==> src/rtl/display_scan_ctrl.sv <==
// display_scan_ctrl
//   Time-multiplexing scan controller for DIGITS common-anode digits that share
//   one 4-bit-to-7-segment decoder. Each digit gets BLANK_CYCLES dark cycles
//   (anti-ghosting), then TICK_DIV lit cycles. New values come in through a
//   valid/ready handshake into a shadow register. They are copied to the
//   displayed register only at a frame boundary, or at once while the scan is
//   disabled, so a frame never mixes old and new digits.
//
// Ports
//   i_clk          system clock, rising edge
//   i_rst          synchronous active-high reset
//   i_en           scan enable; low = dark, scan parked at frame start
//   i_load_data    new value, nibble k -> digit k
//   i_load_valid   i_load_data valid
//   o_load_ready   no update pending (combinational)
//   o_dec_a        nibble to the shared decoder
//   o_an           active-low digit enables, at most one low
//   o_frame_done   one-cycle pulse in the first cycle of each new frame
module display_scan_ctrl #(
  parameter int DIGITS       = 4,
  parameter int TICK_DIV     = 50000,
  parameter int BLANK_CYCLES = 2
) (
  input  logic                  i_clk,
  input  logic                  i_rst,
  input  logic                  i_en,
  input  logic [4*DIGITS-1:0]   i_load_data,
  input  logic                  i_load_valid,
  output logic                  o_load_ready,
  output logic [3:0]            o_dec_a,
  output logic [DIGITS-1:0]     o_an,
  output logic                  o_frame_done
);

  localparam int IW      = (DIGITS > 1) ? $clog2(DIGITS) : 1;
  localparam int CNT_MAX = (TICK_DIV > BLANK_CYCLES) ? TICK_DIV : BLANK_CYCLES;
  localparam int CW      = (CNT_MAX > 1) ? $clog2(CNT_MAX) : 1;
  localparam logic [CW-1:0] BLANK_LAST = CW'(BLANK_CYCLES - 1);
  localparam logic [CW-1:0] SHOW_LAST  = CW'(TICK_DIV - 1);
  localparam logic [IW-1:0] IDX_LAST   = IW'(DIGITS - 1);

  typedef enum logic {S_BLANK, S_SHOW} state_t;

  state_t                r_state, w_state_nxt;
  logic [IW-1:0]         r_idx, w_idx_nxt;
  logic [CW-1:0]         r_cnt, w_cnt_nxt;
  logic [4*DIGITS-1:0]   r_active, r_shadow, w_active_nxt;
  logic                  r_pending;
  logic [DIGITS-1:0]     r_an, w_an_nxt;
  logic [3:0]            r_dec_a, w_dec_nxt;
  logic                  r_frame_done;
  logic                  w_frame_end, w_accept, w_commit;

  assign o_load_ready = ~r_pending;
  assign o_an         = r_an;
  assign o_dec_a      = r_dec_a;
  assign o_frame_done = r_frame_done;

  // A load can only be accepted while nothing is pending, so accept and
  // commit never collide on the same edge.
  assign w_accept = i_load_valid & ~r_pending;

  always_comb begin
    w_state_nxt = r_state;
    w_idx_nxt   = r_idx;
    w_cnt_nxt   = r_cnt;
    w_frame_end = 1'b0;
    if (!i_en) begin
      w_state_nxt = S_BLANK;
      w_idx_nxt   = '0;
      w_cnt_nxt   = '0;
    end else begin
      case (r_state)
        S_BLANK: begin
          if (r_cnt == BLANK_LAST) begin
            w_state_nxt = S_SHOW;
            w_cnt_nxt   = '0;
          end else begin
            w_cnt_nxt = r_cnt + 1'b1;
          end
        end
        S_SHOW: begin
          if (r_cnt == SHOW_LAST) begin
            w_state_nxt = S_BLANK;
            w_cnt_nxt   = '0;
            if (r_idx == IDX_LAST) begin
              w_idx_nxt   = '0;
              w_frame_end = 1'b1;
            end else begin
              w_idx_nxt = r_idx + 1'b1;
            end
          end else begin
            w_cnt_nxt = r_cnt + 1'b1;
          end
        end
        default: w_state_nxt = S_BLANK;
      endcase
    end
  end

  // With the scan disabled no frame is in progress, so a pending value can
  // be committed immediately.
  assign w_commit     = r_pending & (w_frame_end | ~i_en);
  assign w_active_nxt = w_commit ? r_shadow : r_active;

  // Outputs are registered from next-state values so they line up with the
  // state they describe. dec_a follows the next digit index; it can only
  // change on BLANK entry or on a commit, never while a digit is lit.
  always_comb begin
    w_an_nxt  = '1;
    w_dec_nxt = '0;
    for (int k = 0; k < DIGITS; k++) begin
      if (w_idx_nxt == IW'(k)) begin
        w_dec_nxt = w_active_nxt[4*k +: 4];
        if (w_state_nxt == S_SHOW) w_an_nxt[k] = 1'b0;
      end
    end
  end

  always_ff @(posedge i_clk) begin
    if (i_rst) begin
      r_state      <= S_BLANK;
      r_idx        <= '0;
      r_cnt        <= '0;
      r_active     <= '0;
      r_shadow     <= '0;
      r_pending    <= 1'b0;
      r_an         <= '1;
      r_dec_a      <= '0;
      r_frame_done <= 1'b0;
    end else begin
      r_state      <= w_state_nxt;
      r_idx        <= w_idx_nxt;
      r_cnt        <= w_cnt_nxt;
      r_active     <= w_active_nxt;
      if (w_accept) r_shadow <= i_load_data;
      r_pending    <= w_accept | (r_pending & ~w_commit);
      r_an         <= w_an_nxt;
      r_dec_a      <= w_dec_nxt;
      r_frame_done <= w_frame_end;
    end
  end

endmodule

==> config.mk <==
export PLATFORM = sky130hd
export DESIGN_NAME = display_scan_ctrl
export DESIGN_NICKNAME = d
export VERILOG_FILES = /design/src/rtl/display_scan_ctrl.sv
export SDC_FILE = /design/constraint.sdc
export NUM_CORES = 1
export LEC_CHECK = 0
export ABC_CLOCK_PERIOD_IN_PS = 2200
export CORE_MARGIN = 5
export CORE_UTILIZATION = 55
export CTS_CLUSTER_SIZE = 28
export DETAILED_ROUTE_END_ITERATION = 8
export DONT_BUFFER_PORTS = 1
export PLACE_DENSITY = 0.76
export SYNTH_ARGS = -nofsm -noshare
export SYNTH_HDL_FRONTEND = slang
export SYNTH_SLANG_ARGS = --single-unit
==> constraint.sdc <==
create_clock -name i_clk -period 2.2 [get_ports i_clk]
set_input_delay 0.22 -clock i_clk [delete_from_list [all_inputs] [get_ports i_clk]]
set_output_delay 0.22 -clock i_clk [all_outputs]
set_load 0.005 [all_outputs]
==> metrics.md, run 1 <==
| Metric | Value |
|---|---|
| Status | `finished, violations left` |
| Failing checks | `setup timing` |
| Final min period | `2.49 ns` |
| Leakage Power | `1.25 nW` |
| Slew HR | `0.586` |
| Crit Path Category | `flip-flop to flip-flop` |
| Worst path cell trace | `or4_4 > or4_4 > buf_4 > nor4_4 > nor2_2 > buf_2 > mux2i_1 > a22o_1` |
| Clock buffer depth | `2` |
| Max-Cap Viols | `0` |
| WP buf/inv | `2` |
| Cells after Synth | `262` |
| Syn Std Cell Area | `0.00239 mm^2` |
| Root Buffer | `clkbuf_8` |
| Critical Path Sink Type | `flip-flop` |
| GPL Wtd Cong | `0.879` |
| Worst Path Required | `2.42 ns` |
| HP Class | `input pin to flip-flop` |
| Final Hold Fails | `0` |
| Clk_lat worst skew | `0.34 ns` |
| Die X | `75.9 um` |
| Most used cell, CP | `or4_4` |
| Syn-to-layout area delta | `29.9%` |
| All-Layer GR Usage | `0.193` |
| Die height | `75.9 um` |
| Detailed-route via count | `1955` |
| EDFF count, synth | `0` |
| Crit path max fanout | `4` |
| Asr flop ratio synth | `0` |
| Clock Sinks | `61` |
| DR pass1 iterations | `4` |
| Period utilisation layout | `1.13` |
| Starting Density | `0.556` |
| DP HPWL | `3350 um` |
| Full die area | `0.00576 mm^2` |
| First-pass GRT wire length | `8230 um` |
| F_max | `402 MHz` |
| PortBufs | `0` |
| CTS Buf Count | `9` |
| Max IR drop VDD | `0.530 mV` |
| Filler cell count | `286` |
| Layout cells sized above 1 | `0.242` |
| RSZ-0062 raised after global routing | `yes` |
| Synth Register Bits | `61` |
| Vias per cell | `5.46` |
| # setup viols final | `18` |
| Critical path's slowest cell | `or4_4` |
| Antenna-violating nets left | `0` |
| Row count | `24` |
| Top delay family on crit path | `simple AND/OR/NAND/NOR gates` |
| Core ar. | `0.00429 mm^2` |
| Routed WL | `5690 um` |
| Final setup margin | `-0.287 ns` |
| Synth unique cells | `33` |
| Vias in the first global route | `1740` |
| WL/cell | `15.9 um` |
| Pwr Total | `0.00241 W` |
| Least-Margin Pin Slew | `0.620 ns` |
| # IOs | `30` |
| Ant diodes | `0` |
| Nets | `324` |
| CTS clk-pin slew, worst paths | `0.08 ns` |
| Top FF cell, synth | `dfxtp_1` |
| Largest net degree at the start of global routing | `35` |
| CTS tree | `yes` |
| GRT overflow | `0` |
| Slew Limit Fails | `0` |
| DRC viols | `0` |
| CP max stage delay | `0.53 ns` |
| Synth Warn # | `0` |
| Synthesized Nets | `285` |
| Arr. time, crit path | `2.71 ns` |
| Startpoint types | `flip-flop` |
| Post-synthesis area per instance | `9.11 um^2` |
| Final Util | `0.722` |
| Seq/Total Area, Yosys | `0.512` |
| # H-tree levels | `3` |
| DRT iter0 DRCs | `147` |
| Clock skew | `0.00646 ns` |
| Initial antenna violation count | `0` |
| Pwr dens | `778 mW/mm^2` |
## cell usage in the layout, fill, tap and decap left out, types with 2 or more instances in the layout
| cell type | Yosys | routed |
|---|---|---|
| clkbuf_8 | 0 | 9 |
| dfxtp_1 | 61 | 60 |
| a22o_1 | 4 | 4 |
| nor4_1 | 3 | 2 |
| mux2i_2 | 0 | 5 |
| xor2_1 | 6 | 6 |
| inv_1 | 7 | 7 |
| o21ai_0 | 2 | 2 |
| ha_1 | 3 | 3 |
| buf_4 | 0 | 31 |
| bufinv_16 | 0 | 2 |
| a21oi_1 | 17 | 17 |
| or4_4 | 2 | 2 |
| nor2_2 | 0 | 2 |
| nor2_1 | 42 | 40 |
| mux2i_4 | 0 | 9 |
| buf_6 | 1 | 2 |
| clkinv_4 | 0 | 2 |
| nand2b_1 | 2 | 2 |
| buf_12 | 1 | 2 |
| nand4_1 | 4 | 4 |
| nand2_1 | 43 | 43 |
| mux2i_1 | 24 | 10 |
| xnor2_1 | 8 | 8 |
| dlygate4sd3_1 | 0 | 3 |
| nand3_1 | 6 | 6 |
| nor3_1 | 3 | 3 |
## metal layers
layer	GRT usage	up-vias	share of wire
met1	0.248	939	0.44
met2	0.298	51	0.49
met3	0.0580	8	0.051
met4	0.0893	0	0.013
li1	-	957	-
met5	0	-	0
## flip-flops by register name, summed over array words and instances, names as in the netlist
| signal | count |
|---|---|
| o_an | 4 |
| r_pending | 1 |
| o_frame_done | 1 |
| o_dec_a | 4 |
| r_active | 16 |
| r_shadow | 16 |
| r_state | 1 |
| r_idx | 2 |
| r_cnt | 16 |
## path summary, 6_finish.rpt
| path | startpoint | end | slack (ns) | cells after the start |
|---|---|---|---|---|
| max | r_cnt[5]$_SDFF_PP0_ | o_dec_a[2]$_SDFF_PP0_ | -0.29 | 8 |
| min | i_load_data[11] | r_shadow[11]$_SDFFE_PP0P_ | 0.008 | 2 |
| max reg2reg | r_cnt[5]$_SDFF_PP0_ | o_dec_a[2]$_SDFF_PP0_ | -0.29 | 8 |
| min reg2reg | r_shadow[14]$_SDFFE_PP0P_ | r_shadow[14]$_SDFFE_PP0P_ | 0.46 | 2 |
## cell type report
class | count | area, um^2 | share of cell area
Clock buffer | 9 | 124 | 0.0400
Sequential cell | 61 | 1220 | 0.394
Tap cell | 52 | 65.1 | 0.0210
Clock inverter | 7 | 98.8 | 0.0319
Inverter | 7 | 26.3 | 0.00847
Multi-Input combinational cell | 183 | 1230 | 0.398
Timing Repair Buffer | 39 | 330 | 0.107
## cell usage after synthesis (all sizes together) (2+ instances only)
| library cell | n | share of area |
|---|---|---|
| nand3 | 6 | 0.013 |
| a21oi | 17 | 0.036 |
| xnor2 | 8 | 0.029 |
| ha | 3 | 0.016 |
| clkbuf | 8 | 0.013 |
| nand4 | 4 | 0.010 |
| o21ai | 3 | 0.0063 |
| nor2b | 3 | 0.0079 |
| dfxtp | 61 | 0.51 |
| nand2b | 2 | 0.0052 |
| nor4 | 3 | 0.0079 |
| nor3 | 3 | 0.0063 |
| nor2 | 42 | 0.066 |
| mux2i | 24 | 0.10 |
| a22o | 4 | 0.015 |
| or4 | 2 | 0.0094 |
| inv | 7 | 0.011 |
| buf | 3 | 0.015 |
| nand2 | 43 | 0.068 |
| xor2 | 6 | 0.022 |
## metrics by stage
step	setup TNS (ns)	setup slack (ns)	cell area [um^2]	hold WS, ns	instances
global placement	-0.892	-0.192	2620	0.293	333
floorplan	-0.842	-0.227	2390	0.356	262
finish	-2.39	-0.287	3100	0.00780	358
global route	-3.80	-0.351	3100	-0.000284	358
detailed placement	-1.68	-0.272	2620	0.295	333
CTS	-2.25	-0.283	2910	0.000115	353
## repair_timing
action / CTS / global route
pin swaps: 0 / 2
endpoints found under the hold margin: 34 / 2
endpoints found under the setup margin: 18 / 25
setup buffers: 2 / 2
resized for setup: 4 / 29
gates cloned: 0 / 1
hold buffers: 2 / 2
## logic make-up after synthesis
| group | synth area share |
|---|---|
| AND/OR/NAND/NOR | 0.209 |
| flip-flops | 0.512 |
| AO/OA/AOI/OAI | 0.0729 |
| multiplexers | 0.101 |
| buffers and inverters | 0.0388 |
| XOR/XNOR | 0.0514 |
| adder cells (fa/ha/maj) | 0.0157 |
## report_power, final
group	internal [W]	total, W	switching [W]
Sequential	0.00113	0.00115	0.0000215
Clock	0.000643	0.00112	0.000478
Combinational	0.0000637	0.000138	0.0000744
(Power assumes the default switching activity.)
==> inputs of run 2 (changes only) <==
- ABC_CLOCK_PERIOD_IN_PS: 2200 -> 2100
- CORE_UTILIZATION: 55 -> 46
- PLACE_DENSITY: 0.76 -> 0.66
- clock period: 2.2 -> 2.1 ns (I/O delays scaled with it)
==> run 2 against run 1 <==
Compared with the run above:
- the flow still finishes with violations (setup timing)
- global-route usage decreased by 0.84 points
- wire length decreased by 4.4%
- highest routed layer unchanged
- largest cell class is now registers
- clock power decreased by 7%
- final cell count increased by 11%
- die area increased by 17%
- sequential cell count unchanged
- combinational power increased by 22%
==> metrics.md, run 2 (synthesis results as in run 1) <==
| Metric | Value |
|---|---|
| # placed instances | `363 (+9.0%)` |
| GPL Wtd Cong | `0.819 (-6.8%)` |
| Clock Sinks | `61 (unchanged)` |
| # setup viols final | `22 (+4)` |
| Crit path max fanout | `16 (+12)` |
| Pwr Total | `0.00241 W (-0.11%)` |
| Internal | `0.00185 W (+0.47%)` |
| Core ar. | `0.00507 mm^2 (+18%)` |
| Nets | `346 (+6.8%)` |
| F_max | `404 MHz (+0.56%)` |
| HP Class | `input pin to flip-flop` |
| CTS Buf Count | `9 (unchanged)` |
| Flop pwr share | `0.500 (+0.022)` |
| Worst Path Required | `2.34 ns (-0.08 ns)` |
| Antenna-violating nets left | `0 (unchanged)` |
| Vias in the first global route | `2018 (+16%)` |
| Least-Margin Pin Slew | `0.575 ns (-0.0451 ns)` |
| Full die area | `0.00673 mm^2 (+17%)` |
| Final setup margin | `-0.373 ns (-0.0862 ns)` |
| Most common cell after layout, fill and taps aside | `dfxtp_1` |
| DP HPWL | `3630 um (+8.2%)` |
| Max IR drop VDD | `0.425 mV (-20%)` |
| Vias per cell | `4.89 (-11%)` |
| Die X | `82.0 um (+8.1%)` |
| Largest regs | `r_active: 16 flops, r_cnt: 16 flops, r_shadow: 16 flops` |
| Clock skew | `0.00953 ns (+0.00306 ns)` |
| # H-tree levels | `3 (unchanged)` |
| Status | `finished, violations left` |
| Starting Density | `0.470 (-0.0855)` |
| All-Layer GR Usage | `0.185 (-0.00841)` |
| WL/cell | `13.7 um (-14%)` |
| PortBufs | `0 (unchanged)` |
| Syn-to-layout area delta | `36.9%` |
| Post-route insts no fill | `398 (+11%)` |
| Largest net degree at the start of global routing | `35 (unchanged)` |
| Clock share of power | `0.430 (-0.035)` |
| Die height | `82.0 um (+8.1%)` |
| Net switching power | `0.000563 W (-2.0%)` |
| Final Hold Fails | `0 (unchanged)` |
| DR pass1 iterations | `4 (unchanged)` |
| GRT overflow | `0 (unchanged)` |
| Startpoint types | `flip-flop` |
| Crit Path Category | `flip-flop to flip-flop` |
| Period utilisation layout | `1.18 (+0.0472)` |
| Leakage Power | `1.38 nW (+10%)` |
| DRT iter0 DRCs | `56 (-62%)` |
| Row count | `26 (+8.3%)` |
| Clock buffer depth | `2 (unchanged)` |
| First-pass GRT wire length | `9140 um (+11%)` |
| Routed WL | `5440 um (-4.4%)` |
| Initial antenna violation count | `0 (unchanged)` |
| Slew HR | `0.616 (+0.0301)` |
| Pwr dens | `737 mW/mm^2 (-5.2%)` |
| DRC viols | `0 (unchanged)` |
| Dpl ws | `-0.404 ns (-0.132 ns)` |
| Final min period | `2.47 ns (-0.0138 ns)` |
| Ant diodes | `0 (unchanged)` |
| Slew Limit Fails | `0 (unchanged)` |
| CTS tree | `yes` |
| # IOs | `30 (unchanged)` |
| Failing checks | `setup timing` |
| Power share of the combinational group | `0.070 (+0.013)` |
| Root Buffer | `clkbuf_8` |
| Layout cells sized above 1 | `0.244 (+0.00207)` |
| Critical Path Sink Type | `flip-flop` |
| Arr. time, crit path | `2.72 ns (about the same)` |
| RSZ-0062 raised after global routing | `yes` |
| Detailed-route via count | `1945 (-0.51%)` |
| Sw frac | `0.234 (-0.00446)` |
| CTS clk-pin slew, worst paths | `0.07 ns (about the same)` |
| Most frequent cells in the layout | `dfxtp_1, nand2_1, nor2_1` |
| Max-Cap Viols | `0 (unchanged)` |
| Clk_lat worst skew | `0.34 ns (about the same)` |
[run 2: changes by cell type in the layout (fill, tap and decap cells not counted), sizes merged]
cell         before  now
buf              36   44
clkinvlp          1    3
clkbuf            9   10
bufinv            2    1
clkinv            3    2
inv               8    7
dlygate4sd3       3   17
[run 2: power by group through the flow]
| stage | registers (W) | logic (W) | clock network [W] |
|---|---|---|---|
| 2_1_floorplan | 0.00122 | 0.0000869 | 0 |
| 3_3_place_gp | 0.00123 | 0.000105 | 0 |
| 3_5_place_dp | 0.00123 | 0.000109 | 0 |
| 4_1_cts | 0.00120 | 0.000152 | 0.00106 |
| 5_1_grt | 0.00121 | 0.000187 | 0.00113 |
| 6_report | 0.00120 | 0.000168 | 0.00104 |
[run 2: final timing paths]
kind | end | startpoint | cells past startpoint | slack, ns
setup / recovery | o_dec_a[2]$_SDFF_PP0_ | r_cnt[5]$_SDFF_PP0_ | 7 | -0.37
hold / removal | r_pending$_SDFF_PP0_ | i_en | 2 | 0.06
setup reg to reg | o_dec_a[2]$_SDFF_PP0_ | r_cnt[5]$_SDFF_PP0_ | 7 | -0.37
hold reg to reg | r_shadow[14]$_SDFFE_PP0P_ | r_shadow[14]$_SDFFE_PP0P_ | 2 | 0.46
[run 2: repair_timing]
action,CTS,global route
pin swaps,0,1
setup buffers,0,1
hold buffers,18,0
hold endpoints to repair,34,0
endpoints found under the setup margin,39,41
gates resized for setup,5,21
[run 2: final cells by class]
type | instances | area [um^2]
multi-input cells | 183 | 1180
inverters | 7 | 26.3
clock buffers | 10 | 138
repair buffers | 61 | 549
flip-flops and latches | 61 | 1220
clock inverters | 6 | 62.6
well taps | 70 | 87.6
fillers | 435 | 1810
[run 2: metrics by stage]
stage / setup TNS [ns] / hold slack [ns] / area [um^2] / util
after global routing: -6.49 / 0.0371 / 3270 / 0.644
after detailed placement: -4.57 / 0.288 / 2740 / 0.540
final: -4.59 / 0.0625 / 3270 / 0.644
after global placement: -3.11 / 0.285 / 2740 / 0.540
after floorplan: -2.05 / 0.346 / 2390 / -
after CTS: -4.23 / 0.0368 / 3150 / 0.621
[run 2: layer usage]
| metal | wire length, um | track usage |
|---|---|---|
| met4 | 106 | 0.0698 |
| met2 | 2840 | 0.320 |
| met3 | 291 | 0.0899 |
| met5 | 0 | 0 |
| met1 | 2200 | 0.192 |
[run 2: critical path, stage by stage, from the launching register on]
cell and delay, ns:
dfxtp_2 0.32, or4_4 0.52, or4_4 0.46, o32a_1 0.35, buf_12 0.19, mux2i_2 0.21, mux2i_1 0.10, a22o_1 0.22
